==> config.mk <==
export PLATFORM = sky130hd
export DESIGN_NAME = aes_dec_scheduler_flat
export DESIGN_NICKNAME = d
export VERILOG_FILES = /design/src/rtl/aes_dec_scheduler_if.sv /design/src/rtl/aes_dec_scheduler.sv /design/src/flat_wrapper.sv
export SDC_FILE = /design/constraint.sdc
export NUM_CORES = 1
export LEC_CHECK = 0
export ABC_CLOCK_PERIOD_IN_PS = 2100
export CORE_AREA = 3 3 399 401
export DETAILED_ROUTE_END_ITERATION = 7
export DIE_AREA = 0 0 402 404
export SETUP_SLACK_MARGIN = 0.15
export SKIP_CTS_REPAIR_TIMING = 1
export SLEW_MARGIN = 15
export SYNTH_ARGS = -nofsm -noshare
export SYNTH_HDL_FRONTEND = slang
export SYNTH_SLANG_ARGS = --single-unit
==> constraint.sdc <==
create_clock -name clk -period 2.1 [get_ports clk]
set_clock_uncertainty 0.05 [all_clocks]
set_input_delay 0.42 -clock clk [delete_from_list [all_inputs] [get_ports clk]]
set_output_delay 0.42 -clock clk [all_outputs]
set_load 0.02 [all_outputs]
==> src/rtl/aes_dec_scheduler_if.sv <==
// aes_dec_scheduler_if: requester, core and response signals of the AES
// decryption scheduler bundled into one interface.
// slave  : used by the scheduler itself.
// master : used by the environment (requesters, core, response consumer).
interface aes_dec_scheduler_if #(
  parameter int NUM_REQ = 2,
  parameter int ID_W    = 1
);
  logic [NUM_REQ-1:0]     req_valid;
  logic [NUM_REQ-1:0]     req_ready;
  logic [NUM_REQ*128-1:0] req_ciphertext;
  logic [NUM_REQ*128-1:0] req_key;
  logic                   core_start;
  logic [127:0]           core_ciphertext;
  logic [127:0]           core_key;
  logic                   core_done;
  logic [127:0]           core_plaintext;
  logic                   rsp_valid;
  logic                   rsp_ready;
  logic [ID_W-1:0]        rsp_id;
  logic [127:0]           rsp_plaintext;
  logic                   rsp_error;
  logic                   busy;

  modport slave (
    input  req_valid, req_ciphertext, req_key, core_done, core_plaintext, rsp_ready,
    output req_ready, core_start, core_ciphertext, core_key,
           rsp_valid, rsp_id, rsp_plaintext, rsp_error, busy
  );

  modport master (
    output req_valid, req_ciphertext, req_key, core_done, core_plaintext, rsp_ready,
    input  req_ready, core_start, core_ciphertext, core_key,
           rsp_valid, rsp_id, rsp_plaintext, rsp_error, busy
  );
endinterface

==> src/rtl/aes_dec_scheduler.sv <==
// aes_dec_scheduler: shares one AES decryption core between NUM_REQ
// requesters. Round-robin grant, one job in flight, result returned with the
// requester id over a valid/ready channel.
// Optional feature: define SCHED_TIMEOUT_EN to build the WAIT watchdog that
// turns a missing core_done into an error response.
module aes_dec_scheduler #(
  parameter int NUM_REQ     = 2,
  parameter int ID_W        = 1,
  parameter int DONE_MASK   = 2,
  parameter int TIMEOUT_CYC = 64
) (
  input logic                clk,
  input logic                reset,
  aes_dec_scheduler_if.slave bus
);

  typedef enum logic [1:0] {ST_IDLE, ST_LAUNCH, ST_WAIT, ST_RESP} state_t;

  // One spare bit so the saturation limit always fits, even for DONE_MASK=0.
  localparam int              MASK_W   = $clog2(DONE_MASK + 1) + 1;
  localparam logic [MASK_W-1:0] MASK_LIM = MASK_W'(DONE_MASK);
  localparam logic [ID_W-1:0] LAST_ID  = ID_W'(NUM_REQ - 1);

  state_t              state_q;
  logic [ID_W-1:0]     rr_q;
  logic [ID_W-1:0]     rr_d;
  logic [ID_W-1:0]     id_q;
  logic [127:0]        ct_q;
  logic [127:0]        key_q;
  logic [127:0]        pt_q;
  logic                start_q;
  logic                busy_q;
  logic                rsp_valid_q;
  logic [MASK_W-1:0]   mask_q;

  logic                grant_found;
  logic [ID_W-1:0]     grant_idx;
  logic [NUM_REQ-1:0]  req_ready_c;
  logic [127:0]        sel_ct;
  logic [127:0]        sel_key;
  logic                done_ok;

`ifdef SCHED_TIMEOUT_EN
  // Watchdog counts WAIT cycles; WAIT starts one cycle after core_start, so
  // expiring at TIMEOUT_CYC-2 puts rsp_valid exactly TIMEOUT_CYC after start.
  localparam int              WD_W    = $clog2(TIMEOUT_CYC + 1);
  localparam logic [WD_W-1:0] WD_LAST = WD_W'(TIMEOUT_CYC - 2);
  logic [WD_W-1:0] wd_q;
  logic            err_q;
  logic            wd_expired;
  assign wd_expired = (wd_q == WD_LAST);
`endif

  // Round-robin search: first valid index at or above the pointer, else wrap.
  always_comb begin
    grant_found = 1'b0;
    grant_idx   = '0;
    for (int j = 0; j < NUM_REQ; j++) begin
      if (!grant_found && bus.req_valid[j] && (ID_W'(j) >= rr_q)) begin
        grant_found = 1'b1;
        grant_idx   = ID_W'(j);
      end
    end
    for (int j = 0; j < NUM_REQ; j++) begin
      if (!grant_found && bus.req_valid[j] && (ID_W'(j) < rr_q)) begin
        grant_found = 1'b1;
        grant_idx   = ID_W'(j);
      end
    end
  end

  // One-hot accept in IDLE only, plus the winner's ciphertext/key selection.
  always_comb begin
    req_ready_c = '0;
    sel_ct      = '0;
    sel_key     = '0;
    for (int j = 0; j < NUM_REQ; j++) begin
      if ((state_q == ST_IDLE) && !reset && grant_found && (grant_idx == ID_W'(j))) begin
        req_ready_c[j] = 1'b1;
        sel_ct         = bus.req_ciphertext[j*128 +: 128];
        sel_key        = bus.req_key[j*128 +: 128];
      end
    end
  end

  // Pointer moves to the requester after the one just served.
  always_comb begin
    rr_d = (id_q == LAST_ID) ? '0 : id_q + 1'b1;
  end

  // A done level left over from the previous job is ignored until the mask runs out.
  assign done_ok = bus.core_done && (mask_q >= MASK_LIM);

  // Job sequencer: IDLE -> LAUNCH -> WAIT -> RESP -> IDLE, all outputs registered.
  always_ff @(posedge clk) begin
    if (reset) begin
      state_q     <= ST_IDLE;
      rr_q        <= '0;
      id_q        <= '0;
      ct_q        <= '0;
      key_q       <= '0;
      pt_q        <= '0;
      start_q     <= 1'b0;
      busy_q      <= 1'b0;
      rsp_valid_q <= 1'b0;
      mask_q      <= '0;
`ifdef SCHED_TIMEOUT_EN
      wd_q        <= '0;
      err_q       <= 1'b0;
`endif
    end else begin
      start_q <= 1'b0;
      case (state_q)
        ST_IDLE: begin
          if (|req_ready_c) begin
            ct_q    <= sel_ct;
            key_q   <= sel_key;
            id_q    <= grant_idx;
            start_q <= 1'b1;
            busy_q  <= 1'b1;
            state_q <= ST_LAUNCH;
          end
        end
        ST_LAUNCH: begin
          mask_q  <= '0;
`ifdef SCHED_TIMEOUT_EN
          wd_q    <= '0;
`endif
          state_q <= ST_WAIT;
        end
        ST_WAIT: begin
          if (mask_q != MASK_LIM) mask_q <= mask_q + 1'b1;
          if (done_ok) begin
            pt_q        <= bus.core_plaintext;
            rsp_valid_q <= 1'b1;
            state_q     <= ST_RESP;
`ifdef SCHED_TIMEOUT_EN
            err_q       <= 1'b0;
          end else if (wd_expired) begin
            pt_q        <= '0;
            err_q       <= 1'b1;
            rsp_valid_q <= 1'b1;
            state_q     <= ST_RESP;
          end else begin
            wd_q <= wd_q + 1'b1;
`endif
          end
        end
        ST_RESP: begin
          if (bus.rsp_ready) begin
            rsp_valid_q <= 1'b0;
            busy_q      <= 1'b0;
            rr_q        <= rr_d;
`ifdef SCHED_TIMEOUT_EN
            err_q       <= 1'b0;
`endif
            state_q     <= ST_IDLE;
          end
        end
        default: state_q <= ST_IDLE;
      endcase
    end
  end

  assign bus.req_ready       = req_ready_c;
  assign bus.core_start      = start_q;
  assign bus.core_ciphertext = ct_q;
  assign bus.core_key        = key_q;
  assign bus.rsp_valid       = rsp_valid_q;
  assign bus.rsp_id          = id_q;
  assign bus.rsp_plaintext   = pt_q;
  assign bus.busy            = busy_q;
`ifdef SCHED_TIMEOUT_EN
  assign bus.rsp_error       = err_q;
`else
  assign bus.rsp_error       = 1'b0;
`endif

endmodule

==> src/flat_wrapper.sv <==
// flat-port wrapper written by rule: the top's interface ports become plain ports
module aes_dec_scheduler_flat 
#(
  parameter int NUM_REQ     = 2,
  parameter int ID_W        = 1,
  parameter int DONE_MASK   = 2,
  parameter int TIMEOUT_CYC = 64
)
  (clk, reset, bus_req_valid, bus_req_ciphertext, bus_req_key, bus_core_done, bus_core_plaintext, bus_rsp_ready, bus_req_ready, bus_core_start, bus_core_ciphertext, bus_core_key, bus_rsp_valid, bus_rsp_id, bus_rsp_plaintext, bus_rsp_error, bus_busy);
  aes_dec_scheduler_if #(.NUM_REQ(NUM_REQ), .ID_W(ID_W)) bus_i ();
  input logic clk;
  input logic reset;
  input wire logic [$bits(bus_i.req_valid)-1:0] bus_req_valid;
  input wire logic [$bits(bus_i.req_ciphertext)-1:0] bus_req_ciphertext;
  input wire logic [$bits(bus_i.req_key)-1:0] bus_req_key;
  input wire logic [$bits(bus_i.core_done)-1:0] bus_core_done;
  input wire logic [$bits(bus_i.core_plaintext)-1:0] bus_core_plaintext;
  input wire logic [$bits(bus_i.rsp_ready)-1:0] bus_rsp_ready;
  output wire logic [$bits(bus_i.req_ready)-1:0] bus_req_ready;
  output wire logic [$bits(bus_i.core_start)-1:0] bus_core_start;
  output wire logic [$bits(bus_i.core_ciphertext)-1:0] bus_core_ciphertext;
  output wire logic [$bits(bus_i.core_key)-1:0] bus_core_key;
  output wire logic [$bits(bus_i.rsp_valid)-1:0] bus_rsp_valid;
  output wire logic [$bits(bus_i.rsp_id)-1:0] bus_rsp_id;
  output wire logic [$bits(bus_i.rsp_plaintext)-1:0] bus_rsp_plaintext;
  output wire logic [$bits(bus_i.rsp_error)-1:0] bus_rsp_error;
  output wire logic [$bits(bus_i.busy)-1:0] bus_busy;
  assign bus_i.req_valid = bus_req_valid;
  assign bus_i.req_ciphertext = bus_req_ciphertext;
  assign bus_i.req_key = bus_req_key;
  assign bus_i.core_done = bus_core_done;
  assign bus_i.core_plaintext = bus_core_plaintext;
  assign bus_i.rsp_ready = bus_rsp_ready;
  assign bus_req_ready = bus_i.req_ready;
  assign bus_core_start = bus_i.core_start;
  assign bus_core_ciphertext = bus_i.core_ciphertext;
  assign bus_core_key = bus_i.core_key;
  assign bus_rsp_valid = bus_i.rsp_valid;
  assign bus_rsp_id = bus_i.rsp_id;
  assign bus_rsp_plaintext = bus_i.rsp_plaintext;
  assign bus_rsp_error = bus_i.rsp_error;
  assign bus_busy = bus_i.busy;
  aes_dec_scheduler #(.NUM_REQ(NUM_REQ), .ID_W(ID_W), .DONE_MASK(DONE_MASK), .TIMEOUT_CYC(TIMEOUT_CYC)) u_core (.clk(clk), .reset(reset), .bus(bus_i));
endmodule
==> results of run 1 <==
[worst max-delay path, stage by stage (launching register included)]
cell,delay (ps)
dfxtp_2,320
inv_2,70
ha_4,140
nor2b_4,180
and3_4,210
buf_6,110
[worst max path at each step]
stage,from,to
after global placement,bus_req_valid[0],u_core.bus.core_key[18]$_SDFFE_PP0P_
final,u_core.state_q[1]$_SDFFE_PP0P_,bus_req_ready[1]
after CTS,u_core.state_q[0]$_SDFFE_PP0P_,bus_req_ready[1]
after global routing,u_core.state_q[1]$_SDFFE_PP0P_,bus_req_ready[1]
after detailed placement,bus_req_valid[0],u_core.bus.core_key[36]$_SDFFE_PP0P_
after floorplan,u_core.state_q[0]$_SDFFE_PP0P_,bus_req_ready[0]
[registers in the layout (all words and copies together), names as in the netlist]
name	flops
u_core.mask_q	3
u_core.rr_q	1
u_core.bus.busy	1
u_core.bus.core_key	128
u_core.state_q	2
u_core.bus.core_ciphertext	128
u_core.bus.rsp_valid	1
u_core.bus.rsp_plaintext	128
u_core.bus.rsp_id	1
u_core.bus.core_start	1
[per-stage QoR]
step	hold WS, ps	instances	power [mW]
2_1_floorplan	417	2136	13.2
3_3_place_gp	391	5065	18.1
3_5_place_dp	396	5065	18.2
4_1_cts	30.2	5164	28.1
5_1_grt	65.9	5218	31.0
6_report	121	5231	29.8
[where the power goes]
| part | switching, mW | internal (mW) | total [mW] | leakage [nW] |
|---|---|---|---|---|
| logic | 6.35 | 4.92 | 11.3 | 12.6 |
| clock network | 4.09 | 5.65 | 9.74 | 0.898 |
| registers | 0.481 | 8.32 | 8.80 | 3.21 |
[cell type report]
type | count | area, um2
clock inverter | 23 | 287
inverter | 7 | 26.3
fill | 17100 | 122000
sequential | 394 | 7890
tap | 2058 | 2570
multi-input combinational | 1462 | 7850
antenna | 18 | 45.0
timing repair buffer | 1193 | 13300
clock buffer | 76 | 1550
[metal layers]
metal  routed length (um)  track usage  vias to the layer above
li1                     -            -                     9931
met1                51700        0.176                    10900
met2                61900        0.237                     1427
met3                15400       0.0559                      271
met4                 4760       0.0444                       24
met5                  163            0                        -
[kinds of logic (layout without fill, tap and decap cells)]
logic type | after synthesis | in the layout
compound gates | 663 | 663
buf+inv | 280 | 1299
mux | 2 | 2
fa+ha+maj | 7 | 7
other cells | 1 | 19
simple gates | 789 | 789
flops | 394 | 394
[Yosys cell counts]
cell	number	area share
ha_1	7	0.0051
nor2_2	1	0.00037
o21ai_1	9	0.0026
a32oi_1	1	0.00051
and3b_1	1	0.00051
o211ai_1	1	0.00044
o221a_2	1	0.00066
nor2_1	5	0.0011
buf_1	4	0.00088
a21boi_4	1	0.0011
buf_2	104	0.031
nand3b_1	1	0.00044
o31a_1	1	0.00051
o21ba_2	1	0.00059
a31oi_1	257	0.094
buf_6	12	0.0079
a31o_2	1	0.00051
mux2i_1	2	0.0012
nand4_1	256	0.094
clkbuf_1	120	0.026
clkbuf_4	2	0.00088
o21a_1	2	0.00088
and2_1	1	0.00037
a311oi_1	1	0.00051
a21oi_1	134	0.039
nand2_1	260	0.057
o21ai_0	250	0.073
nor2b_1	1	0.00037
o311ai_1	1	0.00051
nand2b_1	4	0.0015
nand3_1	257	0.075
buf_4	31	0.014
or3b_2	1	0.00051
o311ai_0	1	0.00051
dfxtp_1	394	0.46
inv_1	7	0.0015
and3_1	1	0.00037
o311a_1	1	0.00059
conb_1	1	0.00022
==> metrics.txt, run 1 <==
Vias per Instance=4.32; die height=slightly above 400 um; worst reg2reg endpoint=u_core.bus.core_key[76]$_SDFFE_PP0P_; grt ovf=0; Synth Area in Compound Gates=0.217; R2R Setup Slk=roughly 20 ps; final cell utilization of the core=0.215; Core Box Area=between 0.15 and 0.2 mm2; status=complete, but fails checks; Leak=roughly 17 nW; final setup TNS=-50.8 ps; Pre-antenna DRT Iters=8; largest net degree at the start of global routing=approximately 160; Clk Latency, worst-skew pair=650 ps; max cap viols=0; vias post-DR=22600; synthesized flop and latch total=between 300 and 400; antenna viol nets, final=0; nets=around 3800; Max Root-Sink Buffers=3; Post-Synth Simple-Gate Area=0.232; max-slew violations=0; HPWL after DPL=about 99000 um; GRT Overall Usage=0.145; Cell Area, Synth=0.0171 mm2; Final Critical Period=around 2200 ps; post-synthesis mux area share=0.00117; clk sinks=394; commonest non-fill, non-tap cell in the layout=clkdlybuf4s50_1; Worst-path clk slew=roughly 60 ps; Worst EP required=1630 ps; sequential area share after synthesis=0.463; Ys Warns=0; crit share post-route=1.02; RSZ-0062 raised after global routing=true; Fmax=between 400 and 500 MHz; commonest cells after routing, fill and taps aside=643 x clkdlybuf4s50_1, 392 x dfxtp_1, 357 x dlymetal6s2s_1; Final Hold Viols=0; post-synthesis area per instance=7.98 um2; Remaining DRCs=0; Slew HR=0.225; final instance area=0.0336 mm2; Hold Crit Start=reset; CTS tree=done; area post-placement=0.0298 mm2; CP Capture Type=output port; IO buf count=between 1000 and 1500; CP arrival=between 1500 and 2000 ps; share of layout cells above drive strength 1=0.0951; Hold Path Stages=3; die area=approximately 0.16 mm2; post-synthesis adder-cell area fraction=0.00514; Worst Reg2Reg Path Length in Cells=11; CTS buffer count=55; HP Class=in2reg; Gate Count Post-Synth=around 2100; count of final setup violators=1; IO Count=roughly 1000; Final WS setup=-50.8 ps; XOR/XNOR Fraction of Synth Area=0; H-Tree Depth=2; pre-CTS setup slack=-258 ps; Post-Syn Nets=~2800; initial antenna violation count=54; kind of critical path=reg2out; routability cong.=roughly 0.91; Unique masters post-synth=39; power per cell area=just under 900 mW/mm2; initial core utilization=0.109; reg2reg start=u_core.state_q[1]$_SDFFE_PP0P_; violated checks=setup timing; Area Growth Syn to Fin=96.8%; Total Wirelength=roughly 130000 um; first-pass GRT wire length=between 150000 and 200000 um; largest family of logic cells by synthesized area=simple AND/OR/NAND/NOR gates; root cell of the clock tree=clkbuf_16; Worst Path Max Fanout=4; Worst Setup Start Kind=flop; Worst-Margin Slew=1160 ps; Rows=roughly 150; VDD IR-drop max=565 uV; Hold EP=u_core.bus.rsp_valid$_SDFFE_PP0P_; WL/cell=25.6 um; Initial DRC Count=~2500; vias in the first global route=approximately 21000; Die W=402 um
No activity file was read; power rests on OpenSTA's default activity.
==> run 2, diff against run 1 <==
TNS_END_PERCENT = 1   (was not set)
==> metrics.txt, run 2 (synthesis results as in run 1) <==
status=complete, but fails checks; violated checks=setup timing; power per cell area=850 mW/mm2 (-4.3%); count of final setup violators=6 (+5); HPWL after DPL=99200 um (unchanged); Power Total=27.8 mW (-6.8%); WL/cell=24.4 um (-4.7%); Final Critical Period=2180 ps (+33.8 ps); Vias per Instance=4.22 (-2.1%); Core Box Area=0.156 mm2 (unchanged); Hold Crit Start=reset; Final WS setup=-84.6 ps (-33.8 ps); Hold Path Stages=3 (unchanged); Most Frequent Cell on Critical Path=buf_16; crit share post-route=1.04 (+0.0161); Remaining DRCs=0 (unchanged); CTS tree=done; pre-CTS setup slack=-258 ps (unchanged); nets=3721 (-1.2%); Worst Setup Start Kind=flop; share of layout cells above drive strength 1=0.0817 (-0.0134); Initial DRC Count=2164 (-14%); HP Class=in2reg; CTS buffer count=55 (unchanged); Die W=402 um (unchanged); Fmax=458 MHz (-1.5%); routability cong.=0.907 (unchanged); grt ovf=0 (unchanged); final hold slack=117 ps (-3.99 ps); Rows=145 (unchanged); initial antenna violation count=52 (-3.7%); slowest CP cell=dfxtp_2; first-pass GRT wire length=169000 um (unchanged); max cap viols=0 (unchanged); VDD IR-drop max=562 uV (-0.61%); Hold EP=u_core.mask_q[0]$_SDFFE_PP0P_; CP arrival=2650 ps (+970 ps); R2R Setup Slk=-80 ps (-100 ps); vias in the first global route=20600 (unchanged); commonest cells after routing, fill and taps aside=643 x clkdlybuf4s50_1, 393 x dfxtp_1, 358 x dlymetal6s2s_1; H-Tree Depth=2 (unchanged); kind of critical path=reg2reg; Largest stage delay, worst path=320 ps (about the same); Leak=16.3 nW (-2.4%); clk sinks=394 (unchanged); antenna viol nets, final=0 (unchanged); Worst EP required=2570 ps (+940 ps); Slew HR=0.160 (-0.0653); die area=0.162 mm2 (unchanged); max-slew violations=0 (unchanged); Worst Path Max Fanout=61 (+57); commonest non-fill, non-tap cell in the layout=clkdlybuf4s50_1; Clk Latency, worst-skew pair=650 ps (about the same); largest net degree at the start of global routing=155 (unchanged); worst reg2reg endpoint=u_core.bus.core_key[64]$_SDFFE_PP0P_; die height=404 um (unchanged); Pre-antenna DRT Iters=6 (-2); root cell of the clock tree=clkbuf_16; Worst-path clk slew=60 ps (about the same); initial core utilization=0.109 (unchanged); crit-path cells=inv_2 > ha_4 > nor2b_4 > buf_4 > buf_16 > buf_16 > nand4_1 > a31oi_1; Area Growth Syn to Fin=91.7%; CP Capture Type=flop; IO Count=1037 (unchanged); IO buf count=1035 (unchanged); Final Hold Viols=0 (unchanged); GRT Overall Usage=0.145 (unchanged); Total Wirelength=126000 um (-5.6%); Worst-Margin Slew=1260 ps (+97.9 ps); Worst Reg2Reg Path Length in Cells=8 (-3); Max Root-Sink Buffers=3 (unchanged); reg2reg start=u_core.state_q[1]$_SDFFE_PP0P_; RSZ-0062 raised after global routing=true; vias post-DR=21900 (-3.0%)
==> run 2: changes by cell type in the layout (fill, tap and decap cells not counted), sizes merged <==
cell	change
buf	-28
clkbuf	-18
dlymetal6s2s	+1
diode	-3
==> run 2: layout make-up <==
cell class	instances	area (um2)
Antenna cell	15	37.5
Clock buffer	76	1550
Clock inverter	23	287
Fill cell	17100	123000
Inverter	7	26.3
Multi-Input combinational cell	1462	7870
Sequential cell	394	7890
Tap cell	2058	2570
Timing Repair Buffer	1148	12500
==> run 2: metrics by stage <==
stage                     cell area [um2]  instances  utilization  setup TNS, ps
after floorplan                     17100       2136            -              0
after global placement              29800       5065        0.191         -35590
after detailed placement            29800       5065        0.191         -34600
after CTS                           31700       5164        0.203         -32740
after global routing                32700       5173        0.209          -5800
final                               32700       5183        0.209           -252
==> run 2: power breakdown <==
group          internal, mW  switching (mW)  total [mW]
clock                  5.65            4.06        9.71
sequential             8.32           0.480        8.80
combinational          3.84            5.44        9.27
total                  17.8            9.97        27.8
==> run 2: worst max-delay path, delay by kind of cell (launching register included) <==
| kind | cells | cell delay, ps |
|---|---|---|
| buffers and inverters | 4 | 780 |
| adders and majority gates | 1 | 140 |
| DFF | 1 | 320 |
| and+or+nand+nor | 2 | 420 |
| AOI/OAI and AO/OA | 1 | 260 |
==> run 2: worst max path at each step <==
stage / from / end / slack, ps / depth (start not counted)
2_1_floorplan: u_core.state_q[0]$_SDFFE_PP0P_ / bus_req_ready[0] / 180 / 7
3_3_place_gp: bus_req_valid[0] / u_core.bus.core_key[18]$_SDFFE_PP0P_ / -260 / 8
3_5_place_dp: bus_req_valid[0] / u_core.bus.core_key[36]$_SDFFE_PP0P_ / -260 / 8
4_1_cts: u_core.state_q[0]$_SDFFE_PP0P_ / bus_req_ready[1] / -770 / 5
5_1_grt: u_core.state_q[1]$_SDFFE_PP0P_ / u_core.bus.core_key[64]$_SDFFE_PP0P_ / -180 / 8
6_report: u_core.state_q[1]$_SDFFE_PP0P_ / u_core.bus.core_key[64]$_SDFFE_PP0P_ / -80 / 8
==> run 2: layer usage <==
layer  GRT usage  vias up  routed length (um)
li1            -     9838                   -
met1       0.176    10600               50000
met2       0.237     1180               59100
met3      0.0559      230               13000
met4      0.0444       24                4220
met5           0        -                 167
